`config.mk`:
```
export PLATFORM = sky130hd
export DESIGN_NAME = reg_chan_mux
export DESIGN_NICKNAME = d
export VERILOG_FILES = /design/src/rtl/reg_chan_mux_pkg.sv /design/src/rtl/reg_chan_mux_rr_arbiter.sv /design/src/rtl/reg_chan_mux.sv
export SDC_FILE = /design/constraint.sdc
export NUM_CORES = 1
export LEC_CHECK = 0
export CAP_MARGIN = 20
export CORE_MARGIN = 2
export CORE_UTILIZATION = 36
export CTS_BUF_LIST = sky130_fd_sc_hd__clkbuf_4 sky130_fd_sc_hd__clkbuf_8 sky130_fd_sc_hd__clkbuf_16
export DETAILED_ROUTE_END_ITERATION = 8
export DONT_BUFFER_PORTS = 1
export SETUP_SLACK_MARGIN = 0.1
export SLEW_MARGIN = 20
export SYNTH_ARGS = -nofsm -noshare
export SYNTH_HDL_FRONTEND = slang
export SYNTH_SLANG_ARGS = --single-unit
```
`constraint.sdc`:
```
create_clock -name clk -period 4.6 [get_ports clk]
set_input_delay 0.92 -clock clk [delete_from_list [all_inputs] [get_ports clk]]
set_output_delay 0.92 -clock clk [all_outputs]
set_load 0.05 [all_outputs]
```
`src/rtl/reg_chan_mux_pkg.sv`:
```
`default_nettype none
// +------------------------------------------------------------------+
// | reg_chan_mux_pkg : mode encoding and channel limits for the mux   |
// | Rev 1.0                                                          |
// +------------------------------------------------------------------+
package reg_chan_mux_pkg;

  typedef enum logic {
    MODE_FIXED = 1'b0,
    MODE_RR    = 1'b1
  } mode_e;

  localparam int c_nch_min   = 2;
  localparam int c_nch_max   = 16;
  localparam int c_width_min = 1;
  localparam int c_width_max = 64;

  function automatic bit nch_legal(input int n);
    return (n >= c_nch_min) && (n <= c_nch_max) && ((n & (n - 1)) == 0);
  endfunction

  function automatic bit width_legal(input int w);
    return (w >= c_width_min) && (w <= c_width_max);
  endfunction

endpackage
`default_nettype wire

```
`src/rtl/reg_chan_mux_rr_arbiter.sv`:
```
`default_nettype none
// +------------------------------------------------------------------+
// | rr_arbiter : wrap-around priority search starting after i_ptr    |
// | Rev 1.0                                                          |
// +------------------------------------------------------------------+
module rr_arbiter
  import reg_chan_mux_pkg::*;
#(
  parameter int NCH = 4,
  localparam int SW = $clog2(NCH)
) (
  input  logic [NCH-1:0] i_req,
  input  logic [SW-1:0]  i_ptr,
  input  logic           i_en,
  output logic [NCH-1:0] o_grant,
  output logic [SW-1:0]  o_idx,
  output logic           o_any
);

  logic [SW-1:0] w_cand;
  logic          w_found;

  // NCH is a power of two, so SW-bit addition wraps modulo NCH for free;
  // the last candidate (offset NCH) is the pointer itself.
  always_comb begin
    o_grant = '0;
    o_idx   = '0;
    w_found = 1'b0;
    w_cand  = '0;
    for (int k = 1; k <= NCH; k++) begin
      w_cand = i_ptr + SW'(k);
      if (i_en && !w_found && i_req[w_cand]) begin
        w_found         = 1'b1;
        o_grant[w_cand] = 1'b1;
        o_idx           = w_cand;
      end
    end
  end

  assign o_any = w_found;

endmodule
`default_nettype wire

```
`src/rtl/reg_chan_mux.sv`:
```
`default_nettype none
// +------------------------------------------------------------------+
// | reg_chan_mux : NCH-to-1 channel mux, fixed or round-robin select, |
// | single registered output stage with valid/ready handshake.        |
// | Rev 1.0                                                          |
// +------------------------------------------------------------------+
module reg_chan_mux
  import reg_chan_mux_pkg::*;
#(
  parameter int WIDTH = 8,
  parameter int NCH   = 4,
  localparam int SW   = $clog2(NCH)
) (
  input  logic                      clk,
  input  logic                      rst_n,
  input  logic                      mode,
  input  logic [SW-1:0]             sel,
  input  logic [NCH-1:0][WIDTH-1:0] in_data,
  input  logic [NCH-1:0]            in_valid,
  output logic [NCH-1:0]            in_ready,
  output logic [WIDTH-1:0]          out_data,
  output logic [SW-1:0]             out_ch,
  output logic                      out_valid,
  input  logic                      out_ready
);

  if (!nch_legal(NCH)) begin : g_bad_nch
    $error("reg_chan_mux: NCH must be a power of two in 2..16");
  end
  if (!width_legal(WIDTH)) begin : g_bad_width
    $error("reg_chan_mux: WIDTH must be in 1..64");
  end

  mode_e          w_mode;
  logic           w_load;
  logic [NCH-1:0] w_fix_grant;
  logic [NCH-1:0] w_rr_grant;
  logic [SW-1:0]  w_rr_idx;
  logic           w_rr_any;
  logic [NCH-1:0] w_grant;
  logic [SW-1:0]  w_idx;
  logic           w_any;

  logic             r_out_valid;
  logic [WIDTH-1:0] r_out_data;
  logic [SW-1:0]    r_out_ch;
  logic [SW-1:0]    r_ptr;

  assign w_mode = mode_e'(mode);
  assign w_load = !r_out_valid || out_ready;

  always_comb begin
    w_fix_grant      = '0;
    w_fix_grant[sel] = w_load && in_valid[sel] && (w_mode == MODE_FIXED);
  end

  rr_arbiter #(
    .NCH (NCH)
  ) u_rr_arbiter (
    .i_req   (in_valid),
    .i_ptr   (r_ptr),
    .i_en    (w_load && (w_mode == MODE_RR)),
    .o_grant (w_rr_grant),
    .o_idx   (w_rr_idx),
    .o_any   (w_rr_any)
  );

  // Grants are suppressed during reset so no channel sees a handshake.
  always_comb begin
    w_grant = '0;
    w_idx   = '0;
    if (rst_n) begin
      if (w_mode == MODE_FIXED) begin
        w_grant = w_fix_grant;
        w_idx   = sel;
      end else begin
        w_grant = w_rr_any ? w_rr_grant : '0;
        w_idx   = w_rr_idx;
      end
    end
  end

  assign w_any    = |w_grant;
  assign in_ready = w_grant;

  always_ff @(posedge clk) begin
    if (!rst_n) begin
      r_out_valid <= 1'b0;
      r_out_data  <= '0;
      r_out_ch    <= '0;
      r_ptr       <= SW'(NCH - 1);
    end else if (w_any) begin
      r_out_valid <= 1'b1;
      r_out_data  <= in_data[w_idx];
      r_out_ch    <= w_idx;
      r_ptr       <= w_idx;
    end else if (out_ready) begin
      r_out_valid <= 1'b0;
    end
  end

  assign out_valid = r_out_valid;
  assign out_data  = r_out_data;
  assign out_ch    = r_out_ch;

  // Snapshot of the previous cycle, used only to check stall stability.
  logic             r_chk_stall;
  logic [WIDTH-1:0] r_chk_data;
  logic [SW-1:0]    r_chk_ch;

  always_ff @(posedge clk) begin
    if (!rst_n) begin
      r_chk_stall <= 1'b0;
      r_chk_data  <= '0;
      r_chk_ch    <= '0;
    end else begin
      r_chk_stall <= r_out_valid && !out_ready;
      r_chk_data  <= r_out_data;
      r_chk_ch    <= r_out_ch;
    end
  end

  always_ff @(posedge clk) begin
    if (rst_n) begin
      assert ($onehot0(in_ready))
        else $error("reg_chan_mux: in_ready not one-hot-or-zero at %0t", $time);
      assert ((in_ready & ~in_valid) == '0)
        else $error("reg_chan_mux: in_ready without in_valid at %0t", $time);
      if (r_chk_stall) begin
        assert (r_out_valid && (r_out_data == r_chk_data) && (r_out_ch == r_chk_ch))
          else $error("reg_chan_mux: held beat changed while stalled at %0t", $time);
      end
      if ((w_mode == MODE_FIXED) && (in_ready != '0)) begin
        assert (in_ready == (NCH'(1) << sel))
          else $error("reg_chan_mux: fixed-mode grant differs from sel at %0t", $time);
      end
    end
  end

endmodule
`default_nettype wire

```
==> run summary, run 1 <==
The detail route stage leaves a number of antenna-violating nets equal to 0. The maximum fanout encountered on the critical timing path works out to 9. Average cell area after synthesis: 10.4 um2. After the first detailed-routing iteration, the DRC count stood at 59. The total overflow left after global routing is 0. The die height was 67.6 um.

The number of port buffers came out at 0. Sorting the synthesized cells by area gives the leading types as sky130_fd_sc_hd__dfxtp_1, sky130_fd_sc_hd__mux4_1, sky130_fd_sc_hd__mux2_4. The TritonCTS buffer count was 3. Clock tree synthesis selected as its root buffer the cell sky130_fd_sc_hd__clkbuf_8. The worst hold path belongs to the class reg2reg. Of the post-synthesis cell area, the dominant cell type holds 17.9%.

The share of async-settable or async-resettable flops after synthesis is 0%. The logs give 3940 um2 for the area of the core region and 190 for the post-synthesis net count. Overall power consumption after layout is estimated at 0.000962 W.

Data on the critical path arrives at its endpoint at 3.00 ns. Clock-pin slew was measured on the worst setup and hold paths at 0.06 ns. Endpoint type of the worst setup path: an output port.

The tool flagged a number of max-cap violations equal to 0. Of the post-synthesis cell area, the part taken by muxes is 28.6%. After clock tree synthesis, the setup repair step added 0 buffers.

The actual transition at the worst max-transition pin was 0.627 ns; the iteration count of the initial detailed-routing pass was 4. The tools report the number of buffers added to fix hold violations after cts as 0. In this run the core area contains 23 standard-cell rows.

After detailed routing, the total wire length is 3440 um. Critical path startpoint category: a register. The number of setup violations in the final report is 0, and the top-level I/O count is 57.

After detailed routing, the number of vias per cell comes to 6.04. The congestion estimate from routability-driven global placement came to 0.831. The run gives 1 as the deepest level of the CTS H-tree. Yosys mapped a number of flops with a built-in enable equal to 0. The power per cell area is 618 nW/um2, and the floorplan die area is 4570 um2. Once the floorplan was initialized, standard cells occupied 37.0% of the core.

The synthesized design spends more area on one cell type than any other, namely sky130_fd_sc_hd__dfxtp_1. The number of antenna violations at the first check in global routing is 0, and the period utilization is 85.2%. STA puts the critical path data required time at 3.68 ns. Sequential elements use 17.9% of the synthesized area.

The post-synthesis to final-layout area growth is 6.87%, and the number of max-slew violations in the final report is 0. IR analysis of the VDD net gives a maximum drop of 0.373 mV. The tools report the number of failing hold endpoints at the final stage as 0. CTS saw 13 sinks. Synthesis instantiated 50 different standard cells from the library. The dominant combinational cell family by area after synthesis was multiplexers.

Synthesis handed over a netlist of 140 instances. The simple logic cell fraction of the synthesized area is 19.1%, and the estimated wirelength of the detail-placed design is 2680 um. Leakage power of the design: 0.600 nW. The first global-routing pass estimated 5810 um of wire.

The worst pin sits at a relative slew slack of 57.1%. The post-synthesis xor/xnor area fraction was 0%. TritonCTS built the clock tree. The net total in the final layout is 195. The via count of the first global-routing pass was 1319; the synthesized flop and latch total was 13. The number of gates resized after CTS was 0.

Setup repair after global routing left no endpoint under its margin. The total via count after detailed routing was 1172. For the worst clock skew, the log shows 0.00378 ns. The final antenna diode count came out at 0. Final-layout setup total negative slack: 0 ns. For this run, the leading register cell type out of synthesis is sky130_fd_sc_hd__dfxtp_1. From left edge to right edge, the die measures 67.6 um. Summing the areas of all compound-gate instances in the mapped netlist gives 22.7% of the synthesized area.

The fraction of final layout cells with drive strength greater than 1 came out at 23.6%. After detailed routing, the average wire length per cell comes to 17.7 um. For this run, the total global-route usage over all layers was measured as 16.5%.

Summed instance area of the synthesized netlist: 1460 um2. The flow ran to the end, and the final reports show no timing, DRC or antenna violations. Clock latency at the later pin of the worst-skew pair: 0.24 ns. The maximum root-to-sink buffer count is 2, and the post-synthesis adder-cell area fraction is 6.87%. The pin count of the biggest net entering global routing was 15.

Critical path class: reg2out. During synthesis, Yosys emitted a total of 0 warnings. In the routed design, unresolved DRC markers number 0. The highest attainable clock frequency was 255 MHz; the final critical-path required period was 3.92 ns.
## synth_stat cells (2+ instances only)
library cell and count:
sky130_fd_sc_hd__o21ai_1 2, sky130_fd_sc_hd__nand2_1 4, sky130_fd_sc_hd__nor2b_1 2, sky130_fd_sc_hd__nor2_1 2
sky130_fd_sc_hd__inv_1 2, sky130_fd_sc_hd__o21ai_2 2, sky130_fd_sc_hd__and2_0 2, sky130_fd_sc_hd__dfxtp_1 13
sky130_fd_sc_hd__a21oi_1 11, sky130_fd_sc_hd__nand2b_1 5, sky130_fd_sc_hd__a211o_1 2, sky130_fd_sc_hd__mux2_4 9
sky130_fd_sc_hd__nor4b_1 2, sky130_fd_sc_hd__a221oi_1 3, sky130_fd_sc_hd__buf_6 4, sky130_fd_sc_hd__ha_1 8
sky130_fd_sc_hd__a41o_1 2, sky130_fd_sc_hd__mux4_1 7, sky130_fd_sc_hd__o21ai_0 3, sky130_fd_sc_hd__and2_1 10
sky130_fd_sc_hd__nor3b_1 2, sky130_fd_sc_hd__mux4_2 2, sky130_fd_sc_hd__nand3_1 9, sky130_fd_sc_hd__mux2i_1 3
sky130_fd_sc_hd__a21oi_2 3, sky130_fd_sc_hd__o31ai_1 2
## cell families (layout without fill, tap and decap cells)
logic type	Yosys count	after routing
simple gates	45	45
compound gates	41	41
mux	23	23
flops	13	13
buf+inv	10	14
fa+ha+maj	8	8
## where the power goes
group	leakage, nW	internal, W	total (W)	switching [W]
clock	0.0262	0.0000669	0.000106	0.0000386
sequential	0.108	0.000162	0.000336	0.000174
combinational	0.467	0.000242	0.000520	0.000279
total	0.600	0.000471	0.000962	0.000491
## final timing paths
kind,from,to,slack (ns),cells after the start
max,r_ptr[0],in_ready[0],0.68,7
min reg2reg,r_ptr[0],r_ptr[0],0.70,3
max reg2reg,r_ptr[0],out_data[6],1.05,10
min,r_ptr[0],r_ptr[0],0.70,3
## cell type report
class	instances	area, um2
Sequential cell	13	260
Fill cell	386	2380
Multi-Input combinational cell	117	1130
Clock buffer	4	48.8
Timing Repair Buffer	6	45.0
Tap cell	50	62.6
Inverter	4	15.0
## through the flow
step / instances / instance area (um2) / hold WS (ns) / utilization [%] / setup slack (ns)
after CTS: 194 / 1560 / 0.704 / 39.5 / 0.683
after global routing: 194 / 1560 / 0.743 / 39.5 / 0.468
after floorplan: 140 / 1460 / 0.650 / - / 0.661
after detailed placement: 190 / 1510 / 0.692 / 38.3 / 0.952
after global placement: 190 / 1510 / 0.688 / 38.3 / 1.02
final: 194 / 1560 / 0.704 / 39.5 / 0.681
## layout by cell type (no fill, tap or decap), drive strengths merged, types with 2 or more instances in the layout
cell    instances
a221oi          3
nor3            2
buf             6
a211oi          2
nor4b           2
mux4            9
a211o           2
dfxtp          13
mux2           11
o21ai           7
nand2           4
nor2            2
a41o            2
nand3           9
o31ai           2
nand2b          5
ha              8
and2           12
clkbuf          4
nor2b           2
mux2i           3
a21oi          15
nor3b           2
o211ai          2
inv             3
## worst max-delay path: stages, from the launching register on
cell and delay [ns]:
sky130_fd_sc_hd__dfxtp_1 0.33, sky130_fd_sc_hd__inv_1 0.14, sky130_fd_sc_hd__ha_1 0.49, sky130_fd_sc_hd__mux2_1 0.39, sky130_fd_sc_hd__a211o_1 0.27, sky130_fd_sc_hd__a211oi_4 0.38, sky130_fd_sc_hd__a222oi_1 0.19, sky130_fd_sc_hd__a21oi_2 0.56
## layer usage
metal	vias up	wire (um)	part of all wire (%)	GRT usage, %
li1	566	-	-	-
met1	548	1350	39	19.0
met2	50	1760	51	29.5
met3	8	248	7.2	3.17
met4	0	77	2.2	6.89
met5	-	0	0	0
## registers in the layout, summed over array words and instances, names as in the netlist
name / flops
out_ch: 2
out_data: 8
out_valid: 1
r_ptr: 2
(Power assumes the default switching activity.)
==> run 2, diff against run 1 <==
--- a/config.mk
+++ b/config.mk
@@ -5,6 +5,7 @@
 export SDC_FILE = /design/constraint.sdc
 export NUM_CORES = 1
 export LEC_CHECK = 0
+export ABC_CLOCK_PERIOD_IN_PS = 3700
 export CAP_MARGIN = 20
 export CORE_MARGIN = 2
 export CORE_UTILIZATION = 36
==> constraint.sdc (replaced) <==
create_clock -name clk -period 3.7 [get_ports clk]
set_input_delay 0.74 -clock clk [delete_from_list [all_inputs] [get_ports clk]]
set_output_delay 0.74 -clock clk [all_outputs]
set_load 0.05 [all_outputs]
==> run 2 against run 1 <==
Net effect: global-route usage about the same; clock power increased by 25%; setup slack got worse by 0.43 ns; sequential power increased by 20%; via count increased by 3.5%; worst hold slack got worse by 0.13 ns; sequential share of layout area decreased by 0.58 points; design area increased by 3.6%; critical path type unchanged; combinational power increased by 36%.
==> run summary, run 2 (synthesis gave the netlist of run 1 again) <==
The endpoint type of the worst setup path is an output port (unchanged). Clock latency at the later pin of the worst-skew pair: 0.24 ns (about the same). The number of setup violations in the final report was 0 (unchanged); the detailed-route DRC error count was 0 (unchanged). The critical path startpoint category is a register (unchanged). The largest incremental delay on the critical path was 0.38 ns (was 0.56 ns); the period utilization was 93.2%. For the highest ir drop seen on vdd, the log shows 0.364 mV (was 0.373 mV).

For the number of sinks driven by the clock tree, the log shows 13 (unchanged). Number of antenna violations at the first check in global routing: 0 (unchanged). The minimum setup slack after placement was 0.200 ns (was 0.952 ns).

The tools report the critical path required time as 2.96 ns (was 3.68 ns). The number of stages on the worst setup path was 8 (was 7). The core occupancy in the finished layout is 40.9% (was 39.5%).

Maximum fanout encountered on the critical timing path: 9 (unchanged). The cell at the slowest stage of the critical path was sky130_fd_sc_hd__ha_4 (was sky130_fd_sc_hd__a21oi_2). The weighted congestion reported at the end of routability-driven placement was 0.953 (was 0.831); the final-layout setup total negative slack was 0 ns (unchanged).

The number of max-cap violations was 0 (unchanged). The number of placement rows is 23 (unchanged), and the average wire per standard cell is 18.2 um (was 17.7 um). The final routed wirelength across all metal layers came out at 3540 um (was 3440 um). The flow ran to the end, and the final reports show no timing, DRC or antenna violations. The actual transition at the worst max-transition pin was 0.606 ns (was 0.627 ns). The tools report the number of routed nets with antenna violations as 0 (unchanged).

Via count of the first global-routing pass: 1272 (was 1319). The tools report the number of max-slew violations in the final report as 0 (unchanged). Path type of the worst min-delay path: in2reg (was reg2reg). Area taken by flip-flops and latches: 260 um2 (unchanged). The worst hold path cell count was 1 (was 3); the floorplan die area was 4570 um2 (unchanged). The die width was 67.6 um (unchanged). The tools report the overall global routing resource usage as 16.5% (about the same). The die height is 67.6 um (unchanged). The power per cell area was 769 nW/um2 (was 618 nW/um2). Setup repair after global routing left no endpoint under its margin. The CTS root buffer was sky130_fd_sc_hd__clkbuf_8 (unchanged).

The run gives 59.6% (was 57.1%) as the max-slew headroom at the worst pin. The tools report the sum of overflow across all layers after global routing as 0 (unchanged). The initial standard-cell utilization of the core was 37.0% (unchanged). The path depth of the worst reg2reg path is 9 (was 10). The area of the core region is 3940 um2 (unchanged), and the global-route wire length before repair is 5790 um (was 5810 um). The run gives 15 (unchanged) as the pin count of the biggest net entering global routing.

The worst clock skew came out at 0.00251 ns (was 0.00378 ns). Most common cell after layout, fill and taps aside: sky130_fd_sc_hd__dfxtp_1 (unchanged). Number of failing hold endpoints at the final stage: 0 (unchanged). Critical path class: reg2out (unchanged). The final critical-path setup slack was 0.252 ns (was 0.681 ns); the flip-flop count of the largest register after layout was 8 (unchanged).

Fill cell total of the finished layout: 360 (was 386). The estimated wirelength of the detail-placed design is 2830 um (was 2680 um). The top-level I/O count is 57 (unchanged). The final hold slack came out at 0.577 ns (was 0.704 ns).

The number of port buffers works out to 0 (unchanged). Cell breakdown of the critical path: inv_1, ha_4, mux2_1, a211o_1, a211oi_4, a221oi_1, a21oi_2, buf_12 (was inv_1, ha_1, mux2_1, a211o_1, a211oi_4, a222oi_1, a21oi_2). The tools report the net total in the final layout as 196 (was 195). The detailed router's first-iteration violation count is 42 (was 59).

Leading cell types in the layout, fill and taps excluded: sky130_fd_sc_hd__dfxtp_1, sky130_fd_sc_hd__and2_1, sky130_fd_sc_hd__mux2_4, sky130_fd_sc_hd__nand3_1, sky130_fd_sc_hd__a21oi_1 (was sky130_fd_sc_hd__dfxtp_1, sky130_fd_sc_hd__a21oi_1, sky130_fd_sc_hd__and2_1). The run gives 2 (unchanged) as the maximum root-to-sink buffer count. TritonCTS built the clock tree. The worst path in the final design needs a cycle of 3.45 ns, including I/O delays and setup. The endpoint arrival time on the critical path was 2.71 ns (was 3.00 ns); the deepest level of the CTS H-tree was 1 (unchanged). The run gives 0.610 nW (was 0.600 nW) as the leakage power of the design. Buffer and inverter count on the worst path: 2 (was 1). The clock-pin slew on the worst setup and hold paths was 0.06 ns (about the same). The TritonCTS buffer count was 3 (unchanged).

The final antenna diode count is 0 (unchanged), and the total power after layout is 0.00124 W (was 0.000962 W). The number of buffers inserted to repair setup after CTS is 0 (unchanged). The vias per cell was 6.22 (was 6.04). The kind of cell with the highest combined delay on the critical path is compound AO/OA/AOI/OAI gates (unchanged). The fraction of final layout cells with drive strength greater than 1 is 26.9% (was 23.6%), and the post-synthesis to final-layout area growth is 10.7% (was 6.87%). The logs give 1150 um2 (was 1130 um2) for the area taken by multi-input logic gates and 290 MHz for the highest attainable clock frequency. The run gives 1213 (was 1172) as the total via count after detailed routing.

The iteration count of the initial detailed-routing pass is 4 (unchanged).
## run 2: changes by cell type in the layout (fill, tap and decap cells not counted)
| cell | previous run | this run |
|---|---|---|
| sky130_fd_sc_hd__a21oi_1 | 11 | 8 |
| sky130_fd_sc_hd__a21oi_2 | 3 | 6 |
| sky130_fd_sc_hd__buf_12 | 0 | 2 |
| sky130_fd_sc_hd__buf_4 | 6 | 5 |
| sky130_fd_sc_hd__ha_1 | 8 | 7 |
| sky130_fd_sc_hd__ha_4 | 0 | 1 |
## run 2: worst paths after layout
path | to | from | slack, ns
setup / recovery | in_ready[1] | r_ptr[0] | 0.25
hold / removal | r_ptr[1] | rst_n | 0.58
setup reg to reg | out_data[5] | r_ptr[0] | 0.37
hold reg to reg | r_ptr[1] | r_ptr[1] | 0.69
## run 2: layout make-up
cell class,count,area share (%)
flip-flops and latches,13,16.1
clock buffers,4,3.02
inverters,4,0.930
repair buffers,7,4.81
multi-input cells,117,71.2
well taps,50,3.88
## run 2: through the flow
step | instance area [um2] | std cells
2_1_floorplan | 1470 | 140
3_5_place_dp | 1550 | 191
3_3_place_gp | 1550 | 191
6_report | 1610 | 195
5_1_grt | 1610 | 195
4_1_cts | 1600 | 195
## run 2: power breakdown
part	total (W)	switching, W	internal (W)
logic	0.000706	0.000377	0.000329
clock network	0.000133	0.0000496	0.0000832
registers	0.000403	0.000201	0.000202
total	0.00124	0.000628	0.000614
## run 2: routing by layer
layer  wire, um  part of all wire, %  vias to the layer above  track usage, %
li1           -                    -                      562               -
met1       1400                   40                      571            19.4
met2       1850                   52                       78            29.8
met3        286                  8.1                        2            3.67
met4          8                 0.23                        0            4.85
met5          0                    0                        -               0
## run 2: timing repair
item,4_1_cts,5_1_grt
setup endpoints to repair,3,10
pin swaps,0,1
hold buffers,0,0
gates resized for setup,1,2
hold endpoints to repair,0,0
## run 2: worst register-to-register path, cell delays in order, from the launching register on
cell and delay [ns]:
sky130_fd_sc_hd__dfxtp_1 0.32, sky130_fd_sc_hd__inv_1 0.17, sky130_fd_sc_hd__ha_4 0.38, sky130_fd_sc_hd__mux2_1 0.36, sky130_fd_sc_hd__a211o_1 0.27, sky130_fd_sc_hd__a211oi_4 0.34, sky130_fd_sc_hd__o221ai_2 0.17, sky130_fd_sc_hd__a21oi_4 0.33
sky130_fd_sc_hd__mux4_1 0.60, sky130_fd_sc_hd__mux2_4 0.28
